`src/rtl/mm_pkg.sv`:
```
// mm_pkg
//   Shared types and default sizes for the matrix-multiply result drain.
//   - state_t : drain controller state (IDLE / SEND / DONE)
//   - beat_t  : which field of a buffered result is on the output bus
//   - MM_N, MM_DEPTH : default index/beat width and FIFO depth
package mm_pkg;

   localparam int MM_N     = 20;
   localparam int MM_DEPTH = 4;

   typedef enum logic [1:0] {
      IDLE = 2'd0,
      SEND = 2'd1,
      DONE = 2'd2
   } state_t;

   typedef enum logic [1:0] {
      BEAT_ROW = 2'd0,
      BEAT_COL = 2'd1,
      BEAT_HI  = 2'd2,
      BEAT_LO  = 2'd3
   } beat_t;

endpackage

```
`src/rtl/mm_result_drain_if.sv`:
```
// mm_result_drain_if
//   Result strobe input bus plus the n-bit valid/ready beat output bus.
//   slave  : view used by mm_result_drain (consumes strobes, produces beats)
//   master : view used by the upstream multiplier / downstream sink model
//   Signals: in_write, in_row, in_col, in_data (signed 2N), in_finish,
//            in_stall, out_valid, out_ready, out_data, out_beat, out_last
interface mm_result_drain_if #(
   parameter int N = 20
);
   logic                  in_write;
   logic [N-1:0]          in_row;
   logic [N-1:0]          in_col;
   logic signed [2*N-1:0] in_data;
   logic                  in_finish;
   logic                  in_stall;
   logic                  out_valid;
   logic                  out_ready;
   logic [N-1:0]          out_data;
   logic [1:0]            out_beat;
   logic                  out_last;

   modport slave (
      input  in_write, in_row, in_col, in_data, in_finish, out_ready,
      output in_stall, out_valid, out_data, out_beat, out_last
   );

   modport master (
      output in_write, in_row, in_col, in_data, in_finish, out_ready,
      input  in_stall, out_valid, out_data, out_beat, out_last
   );
endinterface

```
`src/rtl/mm_result_fifo.sv`:
```
// mm_result_fifo
//   Synchronous FIFO, W bits wide, DEPTH entries (power of two).
//   Ports: clk, reset (async active-low), push/wdata, pop/rdata (head, show-ahead),
//          full, empty, occ (registered occupancy 0..DEPTH).
//   Caller guarantees no push when full without a same-cycle pop, and no pop when empty.
module mm_result_fifo #(
   parameter int W     = 80,
   parameter int DEPTH = 4
) (
   input  logic                     clk,
   input  logic                     reset,
   input  logic                     push,
   input  logic [W-1:0]             wdata,
   input  logic                     pop,
   output logic [W-1:0]             rdata,
   output logic                     full,
   output logic                     empty,
   output logic [$clog2(DEPTH):0]   occ
);
   localparam int AW = $clog2(DEPTH);
   localparam logic [AW-1:0] PTR_ONE  = AW'(1);
   localparam logic [AW:0]   OCC_ONE  = (AW+1)'(1);
   localparam logic [AW:0]   OCC_FULL = (AW+1)'(DEPTH);

   logic [W-1:0]  mem [DEPTH];
   logic [AW-1:0] wr_ptr;
   logic [AW-1:0] rd_ptr;

   always_ff @(posedge clk or negedge reset) begin
      if (!reset) begin
         wr_ptr <= '0;
         rd_ptr <= '0;
         occ    <= '0;
      end else begin
         if (push) wr_ptr <= wr_ptr + PTR_ONE;
         if (pop)  rd_ptr <= rd_ptr + PTR_ONE;
         case ({push, pop})
            2'b10:   occ <= occ + OCC_ONE;
            2'b01:   occ <= occ - OCC_ONE;
            default: occ <= occ;
         endcase
      end
   end

   // Storage is data only; emptiness is carried by occ, so no reset here.
   always_ff @(posedge clk) begin
      if (push) mem[wr_ptr] <= wdata;
   end

   assign rdata = mem[rd_ptr];
   assign full  = (occ == OCC_FULL);
   assign empty = (occ == '0);
endmodule

```
`src/rtl/mm_result_drain.sv`:
```
// mm_result_drain
//   Buffers {row, col, data} result strobes in a FIFO and serialises each entry
//   as four N-bit beats (row, col, data hi, data lo) on a valid/ready bus.
//   Ports: clk, reset (async active-low), bus (mm_result_drain_if.slave),
//          count  - results fully transmitted (wraps at 2^N)
//          done   - sticky: finish seen and every buffered result drained
//          overflow - sticky: a strobe arrived while full and was dropped
module mm_result_drain
   import mm_pkg::*;
#(
   parameter int N     = MM_N,
   parameter int DEPTH = MM_DEPTH
) (
   input  logic                clk,
   input  logic                reset,
   mm_result_drain_if.slave    bus,
   output logic [N-1:0]        count,
   output logic                done,
   output logic                overflow
);
   localparam int OW = $clog2(DEPTH) + 1;

   state_t         state, state_nxt;
   beat_t          beat;
   logic           finish_seen;
   logic [4*N-1:0] head;
   logic           full, empty, one_left;
   logic [OW-1:0]  occ;
   logic           write_en, hs, pop, push;

   // Strobes are ignored once DONE; they are neither stored nor flagged.
   assign write_en = bus.in_write && (state != DONE);
   assign hs       = bus.out_valid && bus.out_ready;
   assign pop      = hs && (beat == BEAT_LO);
   // A pop in the same cycle frees a slot, so a full FIFO can still accept.
   assign push     = write_en && (!full || pop);
   assign one_left = (occ == OW'(1));

   mm_result_fifo #(.W(4*N), .DEPTH(DEPTH)) u_fifo (
      .clk   (clk),
      .reset (reset),
      .push  (push),
      .wdata ({bus.in_row, bus.in_col, bus.in_data}),
      .pop   (pop),
      .rdata (head),
      .full  (full),
      .empty (empty),
      .occ   (occ)
   );

   assign bus.out_valid = !empty;
   assign bus.out_beat  = beat;
   assign bus.in_stall  = full;
   assign bus.out_last  = (beat == BEAT_LO) && finish_seen && one_left && !push;
   assign done          = (state == DONE);

   always_comb begin
      bus.out_data = '0;
      if (bus.out_valid) begin
         case (beat)
            BEAT_ROW: bus.out_data = head[4*N-1 -: N];
            BEAT_COL: bus.out_data = head[3*N-1 -: N];
            BEAT_HI:  bus.out_data = head[2*N-1 -: N];
            default:  bus.out_data = head[N-1:0];
         endcase
      end
   end

   always_ff @(posedge clk or negedge reset) begin
      if (!reset) begin
         state       <= IDLE;
         beat        <= BEAT_ROW;
         finish_seen <= 1'b0;
         count       <= '0;
         overflow    <= 1'b0;
      end else begin
         state <= state_nxt;
         if (bus.in_finish) finish_seen <= 1'b1;
         if (hs) beat <= beat_t'(beat + 2'd1);
         if (pop) count <= count + N'(1);
         if (write_en && full && !pop) overflow <= 1'b1;
      end
   end

   // SEND holds exactly while the FIFO has entries; DONE is terminal.
   always_comb begin
      state_nxt = state;
      case (state)
         IDLE: begin
            if (push)
               state_nxt = SEND;
            else if (finish_seen && empty && (beat == BEAT_ROW))
               state_nxt = DONE;
         end
         SEND: begin
            if (pop && one_left && !push)
               state_nxt = finish_seen ? DONE : IDLE;
         end
         DONE:    state_nxt = DONE;
         default: state_nxt = IDLE;
      endcase
   end
endmodule
```
`src/flat_wrapper.sv`:
```
// flat-port wrapper written by rule: the top's interface ports become plain ports
module mm_result_drain_flat import mm_pkg::*;
#(
   parameter int N     = MM_N,
   parameter int DEPTH = MM_DEPTH
)
  (clk, reset, count, done, overflow, bus_in_write, bus_in_row, bus_in_col, bus_in_data, bus_in_finish, bus_out_ready, bus_in_stall, bus_out_valid, bus_out_data, bus_out_beat, bus_out_last);
  mm_result_drain_if #(.N(N)) bus_i ();
  input  logic clk;
  input  logic reset;
  output logic [N-1:0] count;
  output logic done;
  output logic overflow;
  input wire logic [$bits(bus_i.in_write)-1:0] bus_in_write;
  input wire logic [$bits(bus_i.in_row)-1:0] bus_in_row;
  input wire logic [$bits(bus_i.in_col)-1:0] bus_in_col;
  input wire logic [$bits(bus_i.in_data)-1:0] bus_in_data;
  input wire logic [$bits(bus_i.in_finish)-1:0] bus_in_finish;
  input wire logic [$bits(bus_i.out_ready)-1:0] bus_out_ready;
  output wire logic [$bits(bus_i.in_stall)-1:0] bus_in_stall;
  output wire logic [$bits(bus_i.out_valid)-1:0] bus_out_valid;
  output wire logic [$bits(bus_i.out_data)-1:0] bus_out_data;
  output wire logic [$bits(bus_i.out_beat)-1:0] bus_out_beat;
  output wire logic [$bits(bus_i.out_last)-1:0] bus_out_last;
  assign bus_i.in_write = bus_in_write;
  assign bus_i.in_row = bus_in_row;
  assign bus_i.in_col = bus_in_col;
  assign bus_i.in_data = bus_in_data;
  assign bus_i.in_finish = bus_in_finish;
  assign bus_i.out_ready = bus_out_ready;
  assign bus_in_stall = bus_i.in_stall;
  assign bus_out_valid = bus_i.out_valid;
  assign bus_out_data = bus_i.out_data;
  assign bus_out_beat = bus_i.out_beat;
  assign bus_out_last = bus_i.out_last;
  mm_result_drain #(.N(N), .DEPTH(DEPTH)) u_core (.clk(clk), .reset(reset), .bus(bus_i), .count(count), .done(done), .overflow(overflow));
endmodule
```
`config.mk`:
```
export PLATFORM = sky130hd
export DESIGN_NAME = mm_result_drain_flat
export DESIGN_NICKNAME = d
export VERILOG_FILES = /design/src/rtl/mm_pkg.sv /design/src/rtl/mm_result_drain_if.sv /design/src/rtl/mm_result_fifo.sv /design/src/rtl/mm_result_drain.sv /design/src/flat_wrapper.sv
export SDC_FILE = /design/constraint.sdc
export NUM_CORES = 1
export LEC_CHECK = 0
export ABC_AREA = 1
export CAP_MARGIN = 20
export CORE_ASPECT_RATIO = 1.1
export CORE_MARGIN = 4
export CORE_UTILIZATION = 58
export DETAILED_ROUTE_END_ITERATION = 10
export GPL_TIMING_DRIVEN = 0
export PLACE_DENSITY = 0.8
export SETUP_SLACK_MARGIN = 0.15
export SYNTH_ARGS = -nofsm -noshare
export SYNTH_HDL_FRONTEND = slang
export SYNTH_HIERARCHICAL = 1
export SYNTH_SLANG_ARGS = --single-unit
```
`constraint.sdc`:
```
create_clock -name clk -period 4.2 [get_ports clk]
set_input_delay 0.42 -clock clk [delete_from_list [all_inputs] [get_ports clk]]
set_output_delay 0.42 -clock clk [all_outputs]
set_load 0.05 [all_outputs]
```
[Yosys cells after proc, flatten, opt, wreduce, memory -nomap -nowiden]
Memory sizes are Yosys's and may differ from the RTL's.
Cells that the tools add are included.
Storage, ports and cells
  register bits after elaboration: 33
  bits in writable memories: 320
  output and inout bits: 47
  logic and storage cells: 60
  memories kept: 1
Memory list
  u_core.u_fifo.mem: depth 4, width 80, rd ports 1, clocked after Yosys merged registers in 0, write ports 1, line mm_result_fifo.sv:25  | logic [W-1:0] mem [DEPTH];
Cells by class
  $add $sub $neg: 6
  eq/ne operators: 12
  multiplexer cells: 10
  reduce and logical (&&, ||, !) cells: 23
Operators by type and width (count)
  20-bit case mux with 3 select lines: 1
  20-bit by 1-bit adder with 20-bit output (second input constant): 1
  20-bit two-way mux: 1
  1-bit logical AND: 13
  2-bit equality test (second input constant): 4
  2-bit two-way mux: 4
  2-bit by 1-bit adder with 2-bit output (second input constant): 3
  2-bit by 1-bit equality test with 1-bit output (second input constant): 3
  2-bit case mux with 3 select lines: 1
  3-bit case mux with 2 select lines: 1
  1-bit logical NOT: 4
  2-bit logical NOT: 2
  3-bit by 1-bit adder with 3-bit output (second input constant): 1
  3-bit by 1-bit equality test with 1-bit output (second input constant): 1
  3-bit equality test (second input constant): 1
  3-bit logical NOT: 1
  3-bit by 1-bit inequality test with 1-bit output (second input constant): 1
  3-bit by 1-bit subtractor with 3-bit output (second input constant): 1
  1-bit two-way mux: 2
  2-bit by 1-bit inequality test with 1-bit output (second input constant): 1
  2-bit inequality test (second input constant): 1
  2-bit AND reduction: 1
  2-bit nonzero test: 1
  1-bit logical OR: 1

[Logic depth before layout (Yosys ltp)]
Gate-level depths: netlist of the first run.
  depth after elaboration: 10
  gate-level depth with buffers: 17

[By module]
Netlist of the first run, hierarchy kept.
By module, submodules not included
  mm_result_fifo: instances 1, cells an instance 982, area each 13615.6 um2
  mm_result_drain: instances 1, cells an instance 299, area each 2050.7 um2

[Worst setup path before layout of the first run]
OpenSTA, ideal clock, no wires.
  path type: register -> register
  start point: register u_core.beat[1] (netlist: u_core/bus.out_beat[1])
  end point: memory u_core.u_fifo.mem[0][0] (enable)
  setup time: 434 ps
  arrival time: 3302 ps
  slack: 465 ps
  stages on the path, launching flop included: 10
  buffers on the path: 2
  cell sequence: dfrtp_1 ha_1 nand3_4 buf_6 nand2_1 nand2_1 inv_1 clkbuf_1 nand2_1 inv_1
On the way
  cells in the longest elaborated chain, start to end: 6
RTL lines
  start, declared: line mm_result_drain.sv:24  | beat_t beat;
  start signal, assigned: line mm_result_drain.sv:79  | if (hs) beat <= beat_t'(beat + 2'd1);
  2-bit equality test: line mm_result_drain.sv:34  | assign pop = hs && (beat == BEAT_LO);
  1-bit logical AND: line mm_result_drain.sv:34
  1-bit logical OR: line mm_result_drain.sv:36  | assign push = write_en && (!full || pop);
  1-bit logical AND: line mm_result_drain.sv:36
  net u_core.push: line mm_result_drain.sv:29  | logic write_en, hs, pop, push;
  1-bit two-way mux: line mm_result_fifo.sv:47  | if (push) mem[wr_ptr] <= wdata;
  1-bit two-way mux (not written as such): line mm_result_fifo.sv:47
  end, declared: line mm_result_fifo.sv:25
The timed path passes the listed nets, and every way through them passes these cells.

[Worst setup path in the final report of the first run]
  start point: register u_core.u_fifo.rd_ptr[1]
  end point: output port bus_out_data[5]
On the way
  cells in the longest elaborated chain, start to end: 3
RTL lines
  start, declared: line mm_result_fifo.sv:27  | logic [AW-1:0] rd_ptr;
  start signal, assigned: line mm_result_fifo.sv:36  | if (pop) rd_ptr <= rd_ptr + PTR_ONE;
  memory 4 x 80 bit
  net u_core.head[5]: line mm_result_drain.sv:26  | logic [4*N-1:0] head;
  20-bit case mux with 3 select lines: line mm_result_drain.sv:60  | case (beat)
  20-bit two-way mux: line mm_result_drain.sv:59  | if (bus.out_valid) begin
  end, declared: line flat_wrapper.sv:22  | output wire logic [$bits(bus_i.out_data)-1:0] bus_out_data;
The timed path passes the listed nets, and every way through them passes these cells.

==> results.md, run 1 <==
- fraction of layout instances using a drive strength above 1: 14.5%
- worst hold-check path type: in -> reg
- top cells by area in the synthesized netlist: sky130_fd_sc_hd__edfxtp_1, sky130_fd_sc_hd__nand2_1, sky130_fd_sc_hd__o211ai_2, sky130_fd_sc_hd__dfrtp_1, sky130_fd_sc_hd__inv_1
- transition time of the tightest slew-check pin: 0.769 ns
- Post-layout nets: 1,553
- DRC violation total after the first TritonRoute iteration: 1,013
- leading cell type in the layout, fill and taps excluded: sky130_fd_sc_hd__nand2_1
- post_cts resized: 0
- setup tns final: 0 ns
- Synth area leader: sky130_fd_sc_hd__edfxtp_1
- part of the power in registers: 32.9%
- maximum net fanout on the critical path: 10
- buffering stage count on the worst path with inverters included: 4
- Mapped Nets: 1,378
- number of buffers created by CTS: 37
- final core utilization: 71.1%
- number of I/O port buffers: 131
- vias in the first global route: 10,488
- H-Tree Level Count: 2
- slowest cell delay on critical path: 0.88 ns
- clock tree root buffer cell: sky130_fd_sc_hd__clkbuf_16
- total number of vias: 10,330
- final standard cell area without fillers: 18,700 µm²
- Max Cap Viol: 0
- worst slew slack as a fraction of its limit: 48.8%
- final count of hold timing violations: 0
- first-pass GRT wire length: 57,100 µm
- Tmin final: 3.74 ns
- Antenna Violating Nets Remaining: 0
- Synth async-reset ratio: 9.35%
- fmax: 0.267 GHz
- Layout Skew: 0.0175 ns
- number of vias per cell after detailed routing: 5.63
- Post-route DRC: 0
- CP max-delay cell: sky130_fd_sc_hd__clkdlybuf4s50_1
- top library cells by usage in the layout, fill and taps aside: sky130_fd_sc_hd__nand2_1, sky130_fd_sc_hd__edfxtp_1, sky130_fd_sc_hd__inv_1
- number of placed instances, taps included: 1,768
- effective utilization at floorplan: 59.4%
- setup fix buffers added after clock tree synthesis: 0
- number of antenna violations at the first check in global routing: 0
- number of synthesis warnings: 6
- RSZ-0062 raised after global routing: false
- switching power: 5770 µW
- Diodes inserted: 0
- Pwr per Cell Area: 751 nW/µm²
- period utilisation layout: 89.1%
- number of standard cells in the layout, taps in and fillers out: 1,835
- cell row count: 62
- detail-routed net length per standard cell: 20.3 µm
- number of synthesized flops with an enable pin: 320
- part of the total power dissipated in combinational logic: 44.2%
- cell area after placement: 17,500 µm²
- peak supply drop: 915 µV
- clock tree from TritonCTS: yes
- synthesized instance count: 1,281
- per-instance average area after synthesis: 12.2 µm²
- data arrival time of the worst path: 3.32 ns
- # clock sinks: 353
- capturing element type of the critical path: primary output
- sum of overflow across all layers after global routing: 0
- clock network fraction of total power: 22.8%
- final weighted congestion in routability-driven placement: 0.968
- Synth Flop Type: sky130_fd_sc_hd__edfxtp_1
- maximum number of pins on one net before global-route repair: 60
- DPL Wire Length: 24,500 µm
- clock transition at the registers of the reported paths: 0.06 ns
- cell area after technology mapping: 15,700 µm²
- worst endpoint required time: 3.78 ns
- reported leakage power: 0.00745 µW
- die height: 180 µm
- switching share of power: 41.0%
- cell internal pwr: 8300 µW
- Worst-Skew Late Latency: 0.53 ns
- Setup Crit Path Kind: reg -> out
- status: completed
- area of the core region: 26,400 µm²
- max-slew violations: 0
- cts hold-fix bufs: 1
- most frequent cell on the critical path: sky130_fd_sc_hd__buf_2
- synthesis-stage register bit count: 353
- library cells used by synthesis: 37
- post-synth top area share: 61.3%
- Worst Setup Start Kind: flip-flop
- Seq/Total Area, Yosys: 66.6%
- all-layer global routing usage: 24.9%
- I/O Pins: 132
- die outline width: 165 µm
- Final Setup Violations: 0
- die area: 29,700 µm²
- Layout area overhead: 19.6%
- number of buffers between clock root and the deepest sink: 3
- total power: 14,100 µW
- Crit path max-delay family: buffers and inverters
- chain of cells forming the critical path: buf_2, inv_2, buf_2, o211ai_1, nand2_1, o21ai_0, a31oi_1, clkdlybuf4s50_1
- Routed WL: 37,200 µm
- DR pass1 iterations: 6
==> through the flow <==
| stage | hold WS (ns) | setup slack, ns |
|---|---|---|
| after floorplan | 0.124 | 0.465 |
| after global placement | 0.469 | -0.929 |
| after detailed placement | 0.481 | 1.00 |
| after CTS | 0.467 | 0.558 |
| after global routing | 0.463 | 0.445 |
| final | 0.476 | 0.459 |
==> worst paths after layout <==
kind	cells past startpoint	slack (ns)	startpoint	endpoint
min in group asynchronous	2	0.51	reset	u_core/u_fifo/rd_ptr[1]
worst min-delay path	2	0.48	bus_in_finish	u_core/finish_seen
worst min register to register	1	0.49	u_core/overflow	u_core/overflow
max in group asynchronous	2	3.20	reset	u_core/finish_seen
worst max register to register	10	1.26	u_core/bus.out_beat[0]	u_core/u_fifo/mem[1][19]
worst max-delay path	8	0.46	u_core/u_fifo/rd_ptr[1]	bus_out_data[5]
==> state kept, by name, summed over array words and instances, names as in the netlist <==
name	flops
u_core/overflow	1
u_core/bus.out_beat	2
u_core/u_fifo/mem	320
u_core/u_fifo/wr_ptr	2
u_core/u_fifo/occ	3
u_core/state	2
u_core/count	20
u_core/u_fifo/rd_ptr	2
u_core/finish_seen	1
==> kinds of logic after synthesis <==
| group | share of synthesized area [%] |
|---|---|
| DFF | 66.6 |
| adders and majority gates | 1.01 |
| AOI/OAI and AO/OA | 12.7 |
| xor gates and xnor gates | 0.887 |
| buffers and inverters | 8.25 |
| and+or+nand+nor | 10.6 |
==> power groups by stage <==
stage | registers (µW) | clock network (µW) | logic (µW)
2_1_floorplan | 4810 | 0 | 3930
3_3_place_gp | 4740 | 0 | 5960
3_5_place_dp | 4700 | 0 | 6120
4_1_cts | 4630 | 3250 | 6170
5_1_grt | 4680 | 3400 | 6590
6_report | 4630 | 3210 | 6220
==> metal layers <==
| layer | global-route usage (%) | up-vias | wire, µm |
|---|---|---|---|
| met5 | 0 | - | 0 |
| met4 | 8.45 | 0 | 1340 |
| met3 | 4.80 | 97 | 3270 |
| met2 | 41.8 | 493 | 18500 |
| met1 | 32.5 | 4987 | 14100 |
| li1 | - | 4753 | - |
==> cell usage after synthesis, drive strengths merged, types with 12 or more instances <==
cell / n
nand2: 353
o211ai: 160
nor2: 22
buf: 54
a21oi: 21
dfrtp: 33
clkbuf: 13
a31oi: 20
edfxtp: 320
o21ai: 27
inv: 200
nand3: 12
==> final cells by class <==
type / instances / area (µm²)
Sequential cell: 353 / 10400
Clock inverter: 24 / 254
Clock buffer: 42 / 945
Buffer: 67 / 542
Timing Repair Buffer: 136 / 1430
Tap cell: 352 / 440
Multi-Input combinational cell: 661 / 3940
Inverter: 200 / 761
Fill cell: 1850 / 7630
No activity file was read; power rests on OpenSTA's default activity.
==> run 2: changes to the inputs <==
GPL_ROUTABILITY_DRIVEN = 0   (was unset)
==> results of run 2 <==
No change in the layout: final DEF, timing and power equal those of run 1.
==> run 3: changes to the inputs <==
CORE_UTILIZATION = 52   (was 58)
PLACE_DENSITY = 0.82   (was 0.8)
SETUP_SLACK_MARGIN = 0.05   (was 0.15)
clock period = 3.4 ns   (was 4.2 ns; I/O delays follow)
==> run 3 against run 2 <==
Net effect:
- combinational power is 22% higher
- sequential power is 24% higher
- setup slack worse by 0.33 ns
- utilization is 7.4 points lower
- flip-flop and latch count stayed put
- total power is 23% higher
- wire length is 3.3% higher
- hold slack worse by 0.078 ns
- clock skew is 0.0068 ns lower
- register-to-register slack worse by 1.1 ns
- sequential share of layout area is 0.37 points lower
- largest cell class unchanged
==> results.md, run 3 (synthesized netlist as in run 1, its figures left out) <==
- top library cells by usage in the layout, fill and taps aside: sky130_fd_sc_hd__nand2_1, sky130_fd_sc_hd__edfxtp_1, sky130_fd_sc_hd__inv_1
- all-layer global routing usage: 22.8%
- number of vias per cell after detailed routing: 5.58
- die area: 33,000 µm²
- number of antenna violations at the first check in global routing: 3
- Antenna Violating Nets Remaining: 0
- I/O Pins: 132
- number of buffers created by CTS: 37
- sum of overflow across all layers after global routing: 0
- Max Cap Viol: 0
- vias in the first global route: 10,258
- Setup Crit Path Kind: reg -> out
- Tmin final: 3.27 ns
- die outline width: 173 µm
- FILL cells: 2,074
- worst slew slack as a fraction of its limit: 48.1%
- clock tree root buffer cell: sky130_fd_sc_hd__clkbuf_16
- worst endpoint required time: 3.06 ns
- number of buffers between clock root and the deepest sink: 3
- Final Setup Violations: 0
- status: completed
- peak supply drop: 1160 µV
- worst hold-check path type: in -> reg
- period utilisation layout: 96.2%
- final core utilization: 63.6%
- Storage cell area: 10,400 µm²
- leading cell type in the layout, fill and taps excluded: sky130_fd_sc_hd__nand2_1
- die height: 190 µm
- clock transition at the registers of the reported paths: 0.06 ns
- number of standard cells in the layout, taps in and fillers out: 1,868
- Worst Setup Start Kind: flip-flop
- data arrival time of the worst path: 2.93 ns
- biggest regs: u_core/u_fifo/mem (320), u_core/count (20), u_core/u_fifo/occ (3)
- DRC violation total after the first TritonRoute iteration: 1,130
- Post-route DRC: 0
- max-slew violations: 0
- RSZ-0062 raised after global routing: true
- transition time of the tightest slew-check pin: 0.778 ns
- total number of vias: 10,432
- H-Tree Level Count: 2
- depth of the most critical reg-to-reg path: 11
- detail-routed net length per standard cell: 20.6 µm
- reported leakage power: 0.00754 µW
- Pwr per Cell Area: 919 nW/µm²
- number of placed instances, taps included: 1,794
- capturing element type of the critical path: primary output
- footprint of the multi-input gates: 3940 µm²
- Worst-Skew Late Latency: 0.52 ns
- Post-layout nets: 1,562
- fraction of layout instances using a drive strength above 1: 15.1%
- Routed WL: 38,400 µm
- total power: 17,300 µW
- setup tns final: 0 ns
- fmax: 0.306 GHz
- cell row count: 66
- maximum net fanout on the critical path: 10
- Worst Hold Path Cells: 2
- # clock sinks: 353
- DR pass1 iterations: 6
- effective utilization at floorplan: 52.8%
- register ranked first by flip-flop count: u_core/u_fifo/mem
- number of I/O port buffers: 131
- area of the core region: 29,600 µm²
- maximum number of pins on one net before global-route repair: 37
- worst hold-check slack: 0.398 ns
- Layout Skew: 0.0107 ns
- Layout area overhead: 20.4%
- first-pass GRT wire length: 58,400 µm
- max FFs per register: 320
- final count of hold timing violations: 0
- DPL Wire Length: 25,800 µm
- clock tree from TritonCTS: yes
-- run 3: what timing repair did --
item / CTS / global route
buffers inserted: 1 / 2
gates resized for setup: 20 / 3
setup endpoints to repair: 65 / 95
gates cloned: 2 / 0
hold buffers: 1 / 0
endpoints found under the hold margin: 33 / 0
-- run 3: cell type report --
class | count | share of cell area [%]
plain buffers | 67 | 2.87
repair buffers | 143 | 7.83
well taps | 374 | 2.48
multi-input cells | 661 | 20.9
inverters | 200 | 4.06
clock inverters | 19 | 1.07
clock buffers | 48 | 5.40
flip-flops and latches | 353 | 55.3
diodes | 1 | 0.0133
repair inverters | 2 | 0.0663
-- run 3: stage by stage --
step	area (µm²)	setup slack (ns)
floorplan	15700	0.128
global placement	17500	-0.907
detailed placement	17600	-0.0446
CTS	18800	0.104
global route	18900	0.00399
finish	18900	0.130
-- run 3: worst paths after layout --
path,slack [ns],endpoint,startpoint
max in group asynchronous,2.47,u_core/u_fifo/rd_ptr[0],reset
worst min register to register,0.51,u_core/overflow,u_core/overflow
min in group asynchronous,0.44,u_core/count[4],reset
worst max register to register,0.21,u_core/u_fifo/mem[2][34],u_core/u_fifo/occ[0]
worst max-delay path,0.13,bus_out_data[0],u_core/u_fifo/rd_ptr[1]
worst min-delay path,0.40,u_core/finish_seen,bus_in_finish
-- run 3: metal layers --
layer  wire length, µm  share of wire (%)  global-route usage [%]  vias to the layer above
met2             18800                 49                    38.3                      543
met5                25              0.065                       0                        -
li1                  -                  -                       -                     4779
met1             14500                 38                    29.0                     4996
met3              3270                8.5                    4.37                      110
met4              1770                4.6                    9.89                        4
-- run 3: worst max-delay path: stages, from the launching register on --
cell                            delay [ns]
sky130_fd_sc_hd__dfrtp_1              0.37
sky130_fd_sc_hd__buf_2                0.20
sky130_fd_sc_hd__inv_2                0.19
sky130_fd_sc_hd__buf_2                0.29
sky130_fd_sc_hd__o211ai_1             0.13
sky130_fd_sc_hd__nand2_1              0.16
sky130_fd_sc_hd__nand2_1              0.10
sky130_fd_sc_hd__a31oi_1              0.36
sky130_fd_sc_hd__dlygate4sd2_1        0.59
-- run 3: power by group --
| group | switching, µW | internal, µW | total (µW) | leakage [µW] |
|---|---|---|---|---|
| logic | 5280 | 2300 | 7570 | 0.00361 |
| registers | 253 | 5480 | 5730 | 0.00332 |
| clock network | 1610 | 2430 | 4040 | 0.000608 |
